[src/rtl/fpu_pkg.sv]
// Shared FPU definitions for the float-to-int converter.
// Holds the rounding-mode enum, float32 field constants and layout, and the
// payload that travels from the decode/shift stage to the round stage.
// FTOI_RNE_EN: when defined, guard/sticky/rm travel with the payload so that
// round-to-nearest-even is possible; when undefined the converter is RTZ only.
package fpu_pkg;

  localparam int EXP_W  = 8;
  localparam int FRAC_W = 23;
  localparam int BIAS   = 127;
  localparam int MAG_W  = 32;

  typedef enum logic {
    RM_RTZ = 1'b0,
    RM_RNE = 1'b1
  } rm_t;

  typedef struct packed {
    logic              sign;
    logic [EXP_W-1:0]  exp;
    logic [FRAC_W-1:0] frac;
  } f32_t;

  // Integer magnitude plus the bits needed to finish the conversion later.
  // sat: magnitude certainly exceeds any output range (or Inf).
  typedef struct packed {
    logic             sign;
    logic             nan;
    logic             sat;
    logic [MAG_W-1:0] mag;
`ifdef FTOI_RNE_EN
    logic             guard;
    logic             sticky;
    rm_t              rm;
`endif
  } ftoi_pl_t;

endpackage

[src/rtl/ftoi_round.sv]
// Combinational round / negate / saturate for the last converter stage.
// Ports:
//   pl_i      payload from the decode/shift stage
//   result_o  signed OUT_W-bit integer
//   ovf_o     magnitude out of range, result saturated
//   inv_o     NaN input, result forced to max positive
// FTOI_RNE_EN: enables the RNE increment; otherwise truncation only.
module ftoi_round
  import fpu_pkg::*;
#(
  parameter int OUT_W = 32
) (
  input  ftoi_pl_t         pl_i,
  output logic [OUT_W-1:0] result_o,
  output logic             ovf_o,
  output logic             inv_o
);

  localparam logic [MAG_W:0]   ONE     = 1;
  localparam logic [MAG_W:0]   LIM_NEG = ONE << (OUT_W - 1);
  localparam logic [MAG_W:0]   LIM_POS = LIM_NEG - ONE;
  localparam logic [OUT_W-1:0] MAX_RES = {1'b0, {(OUT_W-1){1'b1}}};
  localparam logic [OUT_W-1:0] MIN_RES = {1'b1, {(OUT_W-1){1'b0}}};

  logic             inc;
  logic [MAG_W:0]   mag_r;
  logic [OUT_W-1:0] mag_lo;

`ifdef FTOI_RNE_EN
  // Round up above half, or on an exact half when the kept LSB is odd.
  assign inc = (pl_i.rm == RM_RNE) && pl_i.guard && (pl_i.sticky || pl_i.mag[0]);
`else
  assign inc = 1'b0;
`endif

  assign mag_r  = {1'b0, pl_i.mag} + {{MAG_W{1'b0}}, inc};
  assign mag_lo = mag_r[OUT_W-1:0];

  always_comb begin
    result_o = '0;
    ovf_o    = 1'b0;
    inv_o    = 1'b0;
    if (pl_i.nan) begin
      result_o = MAX_RES;
      inv_o    = 1'b1;
    end else if (pl_i.sat || (!pl_i.sign && mag_r > LIM_POS) ||
                 (pl_i.sign && mag_r > LIM_NEG)) begin
      result_o = pl_i.sign ? MIN_RES : MAX_RES;
      ovf_o    = 1'b1;
    end else if (pl_i.sign) begin
      result_o = -mag_lo;
    end else begin
      result_o = mag_lo;
    end
  end

endmodule

[src/rtl/ftoi_pipe.sv]
// Pipelined float32 -> signed OUT_W-bit integer converter, valid/ready.
// Ports:
//   clk, reset            clock, async active-low reset
//   in_valid/in_ready     input handshake for op1/rm
//   op1, rm               float32 operand, rounding mode (0 RTZ, 1 RNE)
//   out_valid/out_ready   output handshake
//   result, ovf, inv      integer result, saturation flag, NaN flag
// Parameters: OUT_W (16..32), STAGES (1..4, unstalled latency).
// FTOI_RNE_EN: when undefined rm is ignored and everything truncates.
module ftoi_pipe
  import fpu_pkg::*;
#(
  parameter int OUT_W  = 32,
  parameter int STAGES = 2
) (
  input  logic             clk,
  input  logic             reset,
  input  logic             in_valid,
  output logic             in_ready,
  input  logic [31:0]      op1,
  input  logic             rm,
  output logic             out_valid,
  input  logic             out_ready,
  output logic [OUT_W-1:0] result,
  output logic             ovf,
  output logic             inv
);

  localparam logic signed [9:0] E_SAT = 10'(OUT_W);

  logic             advance;
  f32_t             f;
  logic signed [9:0] e;
  logic [5:0]       sh;
  logic [56:0]      wide;
  ftoi_pl_t         s1_pl;
  ftoi_pl_t         last_pl;
  logic             last_v;
  logic [OUT_W-1:0] res_d;
  logic             ovf_d, inv_d;
  logic             out_valid_q, ovf_q, inv_q;
  logic [OUT_W-1:0] result_q;

  assign advance  = !out_valid_q || out_ready;
  assign in_ready = advance;

  // Fixed point with 25 fraction bits: bit 24 is guard, 23:0 feed sticky.
  // Only used for -1 <= e <= OUT_W-1, so the shift stays within 57 bits.
  assign f    = op1;
  assign e    = $signed({2'b00, f.exp}) - 10'(BIAS);
  assign sh   = 6'(e + 10'sd2);
  assign wide = {33'd0, 1'b1, f.frac} << sh;

`ifndef FTOI_RNE_EN
  logic unused_low;
  assign unused_low = ^{wide[24:0], rm};
`endif

  always_comb begin
    s1_pl      = '0;
    s1_pl.sign = f.sign;
`ifdef FTOI_RNE_EN
    s1_pl.rm   = rm_t'(rm);
`endif
    if (f.exp == '1) begin
      s1_pl.nan = |f.frac;
      s1_pl.sat = ~|f.frac;
    end else if (f.exp != '0) begin
      if (e >= E_SAT) begin
        s1_pl.sat = 1'b1;
      end else if (e >= -10'sd1) begin
        s1_pl.mag = wide[56:25];
`ifdef FTOI_RNE_EN
        s1_pl.guard  = wide[24];
        s1_pl.sticky = |wide[23:0];
      end else begin
        // Below 0.5: never rounds up, but must not look like an exact tie.
        s1_pl.sticky = 1'b1;
`endif
      end
    end
  end

  if (STAGES == 1) begin : g_comb
    assign last_pl = s1_pl;
    assign last_v  = in_valid;
  end else begin : g_regs
    ftoi_pl_t          pl_q [STAGES-1];
    logic [STAGES-2:0] v_q;

    always_ff @(posedge clk or negedge reset) begin
      if (!reset) begin
        v_q <= '0;
        for (int i = 0; i < STAGES - 1; i++) pl_q[i] <= '0;
      end else if (advance) begin
        v_q[0]  <= in_valid;
        pl_q[0] <= s1_pl;
        for (int i = 1; i < STAGES - 1; i++) begin
          v_q[i]  <= v_q[i-1];
          pl_q[i] <= pl_q[i-1];
        end
      end
    end

    assign last_pl = pl_q[STAGES-2];
    assign last_v  = v_q[STAGES-2];
  end

  ftoi_round #(.OUT_W(OUT_W)) u_round (
    .pl_i     (last_pl),
    .result_o (res_d),
    .ovf_o    (ovf_d),
    .inv_o    (inv_d)
  );

  always_ff @(posedge clk or negedge reset) begin
    if (!reset) begin
      out_valid_q <= 1'b0;
      result_q    <= '0;
      ovf_q       <= 1'b0;
      inv_q       <= 1'b0;
    end else if (advance) begin
      out_valid_q <= last_v;
      result_q    <= last_v ? res_d : '0;
      ovf_q       <= last_v & ovf_d;
      inv_q       <= last_v & inv_d;
    end
  end

  assign out_valid = out_valid_q;
  assign result    = result_q;
  assign ovf       = ovf_q;
  assign inv       = inv_q;

endmodule

[config.mk]
export PLATFORM = sky130hd
export DESIGN_NAME = ftoi_pipe
export DESIGN_NICKNAME = d
export VERILOG_FILES = /design/src/rtl/fpu_pkg.sv /design/src/rtl/ftoi_round.sv /design/src/rtl/ftoi_pipe.sv
export SDC_FILE = /design/constraint.sdc
export NUM_CORES = 1
export LEC_CHECK = 0
export CAP_MARGIN = 20
export CORE_UTILIZATION = 30
export CTS_CLUSTER_DIAMETER = 100
export DETAILED_ROUTE_END_ITERATION = 16
export PLACE_DENSITY = 0.44
export SYNTH_ARGS = -nofsm -noshare
export SYNTH_HDL_FRONTEND = slang
export SYNTH_HIERARCHICAL = 1
export SYNTH_SLANG_ARGS = --single-unit
[constraint.sdc]
create_clock -name clk -period 6.59 [get_ports clk]
set_input_delay 0.9885 -clock clk [delete_from_list [all_inputs] [get_ports clk]]
set_output_delay 0.9885 -clock clk [all_outputs]
set_load 0.01 [all_outputs]
# [Yosys cells after proc, flatten, opt, wreduce, memory -nomap -nowiden]
# Index checks and enable logic that the tools add are counted.
[word_totals] ff_bits=71 output_inout_bits=36 elab_cells=45 in_bits=37
[classes] mux=15 add_sub_neg=3 n_lt_le_gt_ge=4 shifts=1 n_eq_ne=1 n_bitwise=2 n_reduce_logical=10
[op_table] operator="$mux W32" count=8
[op_table] operator="$shl A24 B6 Y57" count=1
[op_table] operator="$mux W33" count=1
[op_table] operator="$gt A32 B31 Y1 const B" count=1
[op_table] operator="$gt A32 B32 Y1 const B" count=1
[op_table] operator="$neg A32 Y32" count=1
[op_table] operator="$reduce_or A23 Y1" count=1
[op_table] operator="$ge A9 B1 Y1 const B" count=1
[op_table] operator="$ge A9 B7 Y1 const B" count=1
[op_table] operator="$sub A8 B7 Y9 const B" count=1
[op_table] operator="$eq A8 B8 Y1 const B" count=1
[op_table] operator="$reduce_bool A8 Y1" count=1
[op_table] operator="$add A6 B3 Y6 const B" count=1
[op_table] operator="$mux W1" count=6
[op_table] operator="$logic_not A1 Y1" count=3
[op_table] operator="$logic_or A1 B1 Y1" count=3
[op_table] operator="$and A1 B1 Y1" count=2
[op_table] operator="$logic_and A1 B1 Y1" count=2

# [Depth between registers and ports, before layout]
# Gate-level depths: netlist of run 1.
[logic_depth] ltp_word=7 mapped_depth=15 ltp_nobuf=13

# [By module]
# The synthesis of run 1 kept the hierarchy.
[by_module_without_submodules] module="ftoi_pipe" area_each_um2=5142.4 seq_area_each_um2=1776.7 n_inst=1 cells_each=588
[by_module_without_submodules] module="ftoi_round" area_each_um2=1019.7 seq_area_each_um2=0.0 n_inst=1 cells_each=160

# [Least setup slack after synthesis of run 1]
# Ideal clock, no wire load.
[synth_timing] path_type="input to register" start="input op1[23]" end="register g_regs.pl_q[31] (netlist bit)" t_required_ns=6.494 arrival_ns=3.726 cell_stages=13 slack_ns=2.769 setup_ns=0.096 path_buffers=4 path_cell_list="buf_4 > inv_1 > buf_2 > ha_1 > ha_1 > xor2_1 > xnor2_1 > buf_2 > buf_2 > mux2i_1 > a21oi_1 > mux2_2 > o31ai_1"
[synth_via] elab_chain_len=7 word_cells_on_any_way=11 cone_classes="add/sub (2); order compare (2); eq/ne (1); shift (1); mux (4); reduce/logical (1)"
[synth_rtl] element="start, declared" line_no="ftoi_pipe.sv:20" rtl="input logic [31:0] op1,"
[synth_rtl] element="$sub A8 B7 Y9" line_no="ftoi_pipe.sv:50" rtl="assign e = $signed({2'b00, f.exp}) - 10'(BIAS);"
[synth_rtl] element="$add A6 B3 Y6" line_no="ftoi_pipe.sv:51" rtl="assign sh = 6'(e + 10'sd2);"
[synth_rtl] element="$shl A24 B6 Y57" line_no="ftoi_pipe.sv:52" rtl="assign wide = {33'd0, 1'b1, f.frac} << sh;"
[synth_rtl] element="$mux W32" line_no="ftoi_pipe.sv:71" rtl="end else if (e >= -10'sd1) begin"
[synth_rtl] element="$mux W32" line_no="ftoi_pipe.sv:69" rtl="if (e >= E_SAT) begin"
[synth_rtl] element="$mux W33" line_no="ftoi_pipe.sv:68" rtl="end else if (f.exp != '0) begin"
[synth_rtl] element="$mux W32 *" line_no="ftoi_pipe.sv:65" rtl="if (f.exp == '1) begin"
[synth_rtl] element="end signal, assigned by index" line_no="ftoi_pipe.sv:100" rtl="pl_q[i] <= pl_q[i-1];"
[synth_rtl] element="end, declared" line_no="ftoi_pipe.sv:88" rtl="ftoi_pl_t pl_q [STAGES-1];"
# Mark *: on every way between the ends. The rest lies on a longest branch, timed or not.
# A chain may end at the register's enable or synchronous reset.

# [Final worst setup path of run 1]
[layout_timing] start="input op1[23]" end="register g_regs.pl_q[14] (netlist bit)"
# The elaborated chain is that of the path after synthesis.

==> flow_metrics.env, run 1 <==
export IMPL_n_antenna_cell=0
export IMPL_synth_top_area_share_pct=28.8
export IMPL_power_density_mw_per_mm2=252
export IMPL_internal_power_mw=1.15
export IMPL_ys_warn_count=6
export IMPL_ys_seq_elements=71
export IMPL_synth_area_mm2=0.00616
export IMPL_p_clk_share_pct=24.9
export IMPL_synth_fp_nets=792
export IMPL_yosysUniqueCellTypes=71
export IMPL_cp_data_required_time_ns=6.86
export IMPL_cts_tree="done"
export IMPL_drtPass1Iterations=4
export IMPL_grtUsageTotal_pct=17.7
export IMPL_r2r_end="result[23]"
export IMPL_fin_cells=1061
export IMPL_synth_area_per_cell_um2=8.24
export IMPL_tightestPinTransition_ns=1.03
export IMPL_grt_setup_unrepaired="no"
export IMPL_critPathLaunchType="input pin"
export IMPL_whs_ns=0.474
export IMPL_drt_antenna_violating_nets=0
export IMPL_grt_antenna_before_repair=0
export IMPL_switching_power_mw=0.700
export IMPL_seqPwrFrac_pct=28.8
export IMPL_nNetsFinal=831
export IMPL_post_cts_buffers=0
export IMPL_syn2layout_area_growth_pct=19.2
export IMPL_numCtsBuffers=9
export IMPL_drive_above_1_share_pct=13.1
export IMPL_setup_viol=0
export IMPL_synth_largest_area_cell="dfrtp_1"
export IMPL_rows=52
export IMPL_fin_skew_ns=0.00870
export IMPL_r2r_cells=8
export IMPL_setup_tns_ns=0
export IMPL_viasPerCell=5.21
export IMPL_dp_hpwl_um=14100
export IMPL_setup_worst_path_end_class="flop"
export IMPL_max_slew_margin_rel_pct=30.8
export IMPL_swShare_pct=37.8
export IMPL_vias=5533
export IMPL_drtIter0Drc=328
export IMPL_die_x_um=145
export IMPL_die_area_mm2=0.0211
export IMPL_clock_latency_ns=0.34
export IMPL_clock_path_buffers=2
export IMPL_crit_arrival_ns=5.17
export IMPL_fmax_ghz=0.204
export IMPL_period_needed_ns=4.90
export IMPL_combPwrFrac_pct=46.3
export IMPL_synthTopCellsByArea="dfrtp_1 (29%), o21ai_0 (7.9%), nand2_1 (7.9%)"
export IMPL_io_pins=73
export IMPL_synth_cells=748
export IMPL_wl_per_cell_um=17.2
export IMPL_yosysSeqAreaShare_pct=28.8
export IMPL_p_leak_nw=3.05
export IMPL_coreArea_mm2=0.0202
export IMPL_placed_area_mm2=0.00704
export IMPL_cts_resized=0
export IMPL_die_h_um=145
export IMPL_cts_hold_buffers_added=0
export IMPL_start_util_pct=30.6
export IMPL_cts_root_buf="clkbuf_16"
export IMPL_reg2reg_setup_slack_ns=3.51
export IMPL_outcome="complete, no violations"
export IMPL_synth_edff_count=0
export IMPL_grt_pass1_wl_um=30100
export IMPL_io_buffers=71
export IMPL_grt_max_degree=106
export IMPL_cp_max_fo=33
export IMPL_ys_async_sr_fraction_pct=100
export IMPL_yosysMostFrequentCell="nand2_1"
export IMPL_fin_crit_sh_pct=74.4
export IMPL_gp_congestion=0.856
export IMPL_whs_endpoint="result[16]"
export IMPL_drc_errors=0
export IMPL_yosys_top_cells_count="nand2_1 (129), o21ai_0 (97), dfrtp_1 (71), nor2_1 (43)"
export IMPL_dp_cells=1045
export IMPL_hp_class="reg2reg"
export IMPL_drt_wl_total_um=18300
export IMPL_peakVddDrop_mv=0.133
export IMPL_grt_overflow=0
export IMPL_final_area_mm2=0.00735
export IMPL_clkTransAtPathRegs_ns=0.05
export IMPL_hold_viol=0
export IMPL_htreeDepth=3
export IMPL_critical_path_class="in2reg"
export IMPL_hold_start="result[16]"
export IMPL_clkSinkCount=71
export IMPL_max_cap_viol_count=0
export IMPL_rr_startpoint="g_regs.pl_q[0]"
export IMPL_slew_violations=0
export IMPL_whs_path_depth=2
export IMPL_synth_main_ff_cell="dfrtp_1"
export IMPL_grt_pass1_vias=5359
-- cells by family after synthesis --
| family | count (synthesis) | synth area share (%) |
|---|---|---|
| AO/OA/AOI/OAI | 228 | 24.1 |
| XOR/XNOR | 33 | 4.69 |
| adder cells (fa/ha/maj) | 7 | 1.42 |
| buffers and inverters | 70 | 5.60 |
| flip-flops | 71 | 28.8 |
| multiplexers | 74 | 14.5 |
| AND/OR/NAND/NOR | 265 | 20.9 |
-- routing by layer --
layer / up-vias / wire length (um) / track usage, %
met3: 17 / 395 / 1.73
met1: 2609 / 8700 / 23.8
met2: 105 / 8940 / 30.2
met4: 0 / 214 / 4.63
met5: - / 0 / 0
li1: 2802 / - / -
-- flip-flops by register name, summed over array words and instances (netlist names) --
signal	count
g_regs.v_q	1
out_valid	1
ovf	1
g_regs.pl_q	35
result	32
inv	1
-- worst max-delay path by stage --
stage	slack (ns)	cells after the start	startpoint	end
detailed placement	1.32	11	op1[23]	g_regs.pl_q[14]
finish	1.69	11	op1[23]	g_regs.pl_q[14]
CTS	1.66	11	op1[23]	g_regs.pl_q[14]
floorplan	2.77	13	op1[23]	g_regs.pl_q[31]
global placement	1.43	11	op1[23]	g_regs.pl_q[14]
global route	1.31	11	op1[23]	g_regs.pl_q[14]
-- cell usage in the layout (no fill, tap or decap), types with 10 or more instances in the layout --
master	n
inv_1	10
xor2_1	26
o31ai_1	18
nor4_1	11
nor2_1	43
a31oi_1	10
buf_4	16
mux2i_1	34
o21ai_0	97
clkdlybuf4s50_1	70
nand3_1	10
nor3_1	10
mux2_2	31
a21oi_1	34
dfrtp_1	71
nand2_1	129
-- power by group through the flow --
stage / Clock (mW) / Combinational [mW] / Sequential (mW)
floorplan: 0 / 0.557 / 0.555
global route: 0.493 / 0.947 / 0.545
finish: 0.461 / 0.857 / 0.534
global placement: 0 / 0.843 / 0.547
detailed placement: 0 / 0.848 / 0.550
CTS: 0.474 / 0.851 / 0.542
-- final cells by class --
cell class	instances	area [um^2]
Clock buffer	10	229
Clock inverter	5	50.0
Fill cell	2123	12800
Timing Repair Buffer	88	853
Multi-Input combinational cell	607	4060
Inverter	10	37.5
Tap cell	270	338
Sequential cell	71	1780
-- through the flow --
stage               setup slack, ns  util [%]  total power [mW]
floorplan                      2.77         -              1.11
global placement               1.43      34.9              1.39
detailed placement             1.32      34.9              1.40
CTS                            1.66      36.3              1.87
global route                   1.31      36.4              1.99
finish                         1.69      36.4              1.85
-- worst max-delay path, stage by stage --
cell             delay [ns]
clkdlybuf4s50_1        0.61
inv_1                  0.30
ha_1                   0.38
buf_4                  0.35
inv_1                  0.14
o41ai_1                0.41
a31oi_1                0.16
xnor2_2                0.84
nand3_1                0.49
o22ai_1                0.30
a32o_1                 0.19
Note: power is estimated with default switching activity, not from simulation.
==> run 2: changes to the inputs <==
==> constraint.sdc (replaced) <==
create_clock -name clk -period 4.65 [get_ports clk]
set_input_delay 0.6975 -clock clk [delete_from_list [all_inputs] [get_ports clk]]
set_output_delay 0.6975 -clock clk [all_outputs]
set_load 0.01 [all_outputs]
==> flow_metrics.env, run 2 (synthesis gave the netlist of run 1 again) <==
export IMPL_grt_pass1_wl_um=30600
export IMPL_cp_max_fo=28
export IMPL_tightestPinTransition_ns=0.930
export IMPL_layout_commonest_cell="nand2_1"
export IMPL_cts_root_buf="clkbuf_16"
export IMPL_peakVddDrop_mv=0.170
export IMPL_io_pins=73
export IMPL_drtPass1Iterations=5
export IMPL_die_area_mm2=0.0211
export IMPL_grt_overflow=0
export IMPL_setup_viol=0
export IMPL_largest_reg_flops=35
export IMPL_cpMostUsedCell="ha_1"
export IMPL_max_slew_margin_rel_pct=38.0
export IMPL_clkTransAtPathRegs_ns=0.06
export IMPL_path_cells="clkdlybuf4s50_1 -> ha_1 -> nand2_1 -> nor4_1 -> or3_4 -> and3_2 -> ha_1 -> nor2_1 -> o2111a_1 -> o31ai_1 -> a21oi_1 -> a31oi_4 -> nand2_4 -> o41ai_1"
export IMPL_critPathLaunchType="input pin"
export IMPL_slew_violations=0
export IMPL_max_cap_viol_count=0
export IMPL_fillers=2133
export IMPL_crit_arrival_ns=4.31
export IMPL_drive_above_1_share_pct=14.4
export IMPL_switching_power_mw=1.02
export IMPL_finalWorstSetupSlack_ns=0.528
export IMPL_pre_cts_ws_ns=0.170
export IMPL_viasPerCell=5.24
export IMPL_setup_tns_ns=0
export IMPL_fin_crit_sh_pct=88.6
export IMPL_dp_hpwl_um=14700
export IMPL_clkSinkCount=71
export IMPL_swShare_pct=37.4
export IMPL_numCtsBuffers=9
export IMPL_p_leak_nw=3.11
export IMPL_multiInputGateArea_mm2=0.00406
export IMPL_hp_class="in2async"
export IMPL_syn2layout_area_growth_pct=21.0
export IMPL_final_area_mm2=0.00745
export IMPL_cts_resized=0
export IMPL_combPwrFrac_pct=45.6
export IMPL_drtIter0Drc=233
export IMPL_gp_congestion=0.848
export IMPL_critPathMaxStageDelay_ns=0.60
export IMPL_htreeDepth=3
export IMPL_internal_power_mw=1.70
export IMPL_grtUsageTotal_pct=18.0
export IMPL_outcome="complete, no violations"
export IMPL_largest_register="g_regs.pl_q"
export IMPL_fmax_ghz=0.243
export IMPL_drt_antenna_violating_nets=0
export IMPL_rows=52
export IMPL_grt_setup_unrepaired="no"
export IMPL_die_x_um=145
export IMPL_grt_max_degree=104
export IMPL_vias=5608
export IMPL_post_cts_buffers=0
export IMPL_final_cell_mix="nand2_1 (129), o21ai_0 (97), dfrtp_1 (71)"
export IMPL_cts_hold_buffers_added=0
export IMPL_cp_data_required_time_ns=4.84
export IMPL_drt_wl_total_um=18700
export IMPL_nNetsFinal=841
export IMPL_coreArea_mm2=0.0202
export IMPL_fin_skew_ns=0.00904
export IMPL_start_util_pct=30.6
export IMPL_hold_viol=0
export IMPL_seqPwrFrac_pct=27.8
export IMPL_grt_antenna_before_repair=0
export IMPL_power_density_mw_per_mm2=364
export IMPL_clock_path_buffers=2
export IMPL_n_antenna_cell=0
export IMPL_cts_tree="done"
export IMPL_finish_utilization_pct=37.0
export IMPL_placed_area_mm2=0.00711
export IMPL_seqCellArea_mm2=0.00178
export IMPL_io_buffers=71
export IMPL_cp_slowest_cell="clkdlybuf4s50_1"
export IMPL_period_needed_ns=4.12
export IMPL_grt_pass1_vias=5465
export IMPL_clock_latency_ns=0.34
export IMPL_drc_errors=0
export IMPL_wl_per_cell_um=17.4
export IMPL_setup_worst_path_end_class="flop"
export IMPL_die_h_um=145
export IMPL_p_clk_share_pct=26.6
export IMPL_critical_path_class="in2reg"
[run 2: cell count changes in the layout (fill, tap and decap cells not counted)]
| cell | change |
|---|---|
| buf_4 | +10 |
| clkinv_4 | +1 |
| clkinv_2 | -2 |
| bufinv_16 | +1 |
| clkinvlp_4 | +1 |
| clkbuf_1 | -1 |
[run 2: critical path: cells and delay by family]
family | cells | cell delay [ns]
buf+inv | 1 | 0.60
simple gates | 6 | 1.55
compound gates | 5 | 0.87
fa+ha+maj | 2 | 0.58
[run 2: metal layers]
| layer | up-vias | routed length [um] | global-route usage [%] |
|---|---|---|---|
| met3 | 28 | 481 | 2.17 |
| met1 | 2637 | 8830 | 23.8 |
| li1 | 2827 | - | - |
| met2 | 116 | 8880 | 30.4 |
| met5 | - | 0 | 0 |
| met4 | 0 | 487 | 6.32 |
[run 2: final timing paths]
path / start / endpoint / slack, ns / cells after the start
hold reg to reg: result[20] / result[20] / 0.47 / 2
setup reg to reg: g_regs.pl_q[0] / result[23] / 1.58 / 8
max in group asynchronous: reset / g_regs.pl_q[29] / 3.25 / 2
min in group clk: result[20] / result[20] / 0.47 / 2
hold / removal: reset / result[2] / 0.44 / 1
setup / recovery: op1[23] / g_regs.pl_q[8] / 0.53 / 14
[run 2: final cells by class]
| class | count | share of cell area (%) |
|---|---|---|
| inverter | 10 | 0.504 |
| sequential | 71 | 23.8 |
| clock inverter | 6 | 1.16 |
| multi-input combinational | 607 | 54.5 |
| clock buffer | 9 | 3.02 |
| tap | 270 | 4.53 |
| timing repair buffer | 98 | 12.5 |
[run 2: metrics by stage]
step | instances | hold WS [ns] | power (mW)
global route | 1071 | 0.498 | 2.89
floorplan | 748 | 0.402 | 1.58
global placement | 1054 | 0.464 | 1.99
finish | 1071 | 0.444 | 2.71
CTS | 1069 | 0.477 | 2.73
detailed placement | 1054 | 0.469 | 2.00
[run 2: power groups by stage]
| stage | clock network [mW] | logic, mW | registers [mW] |
|---|---|---|---|
| 2_1_floorplan | 0 | 0.790 | 0.787 |
| 3_3_place_gp | 0 | 1.21 | 0.774 |
| 3_5_place_dp | 0 | 1.22 | 0.777 |
| 4_1_cts | 0.739 | 1.22 | 0.766 |
| 5_1_grt | 0.759 | 1.36 | 0.769 |
| 6_report | 0.722 | 1.24 | 0.755 |
==> run 3: changes to the inputs <==
--- a/config.mk
+++ b/config.mk
@@ -8,6 +8,7 @@
 export CAP_MARGIN = 20
 export CORE_UTILIZATION = 30
 export CTS_CLUSTER_DIAMETER = 100
+export CTS_CLUSTER_SIZE = 30
 export DETAILED_ROUTE_END_ITERATION = 16
 export PLACE_DENSITY = 0.44
 export SYNTH_ARGS = -nofsm -noshare
==> results of run 3 <==
No change in the layout: final DEF, timing and power equal those of run 2.
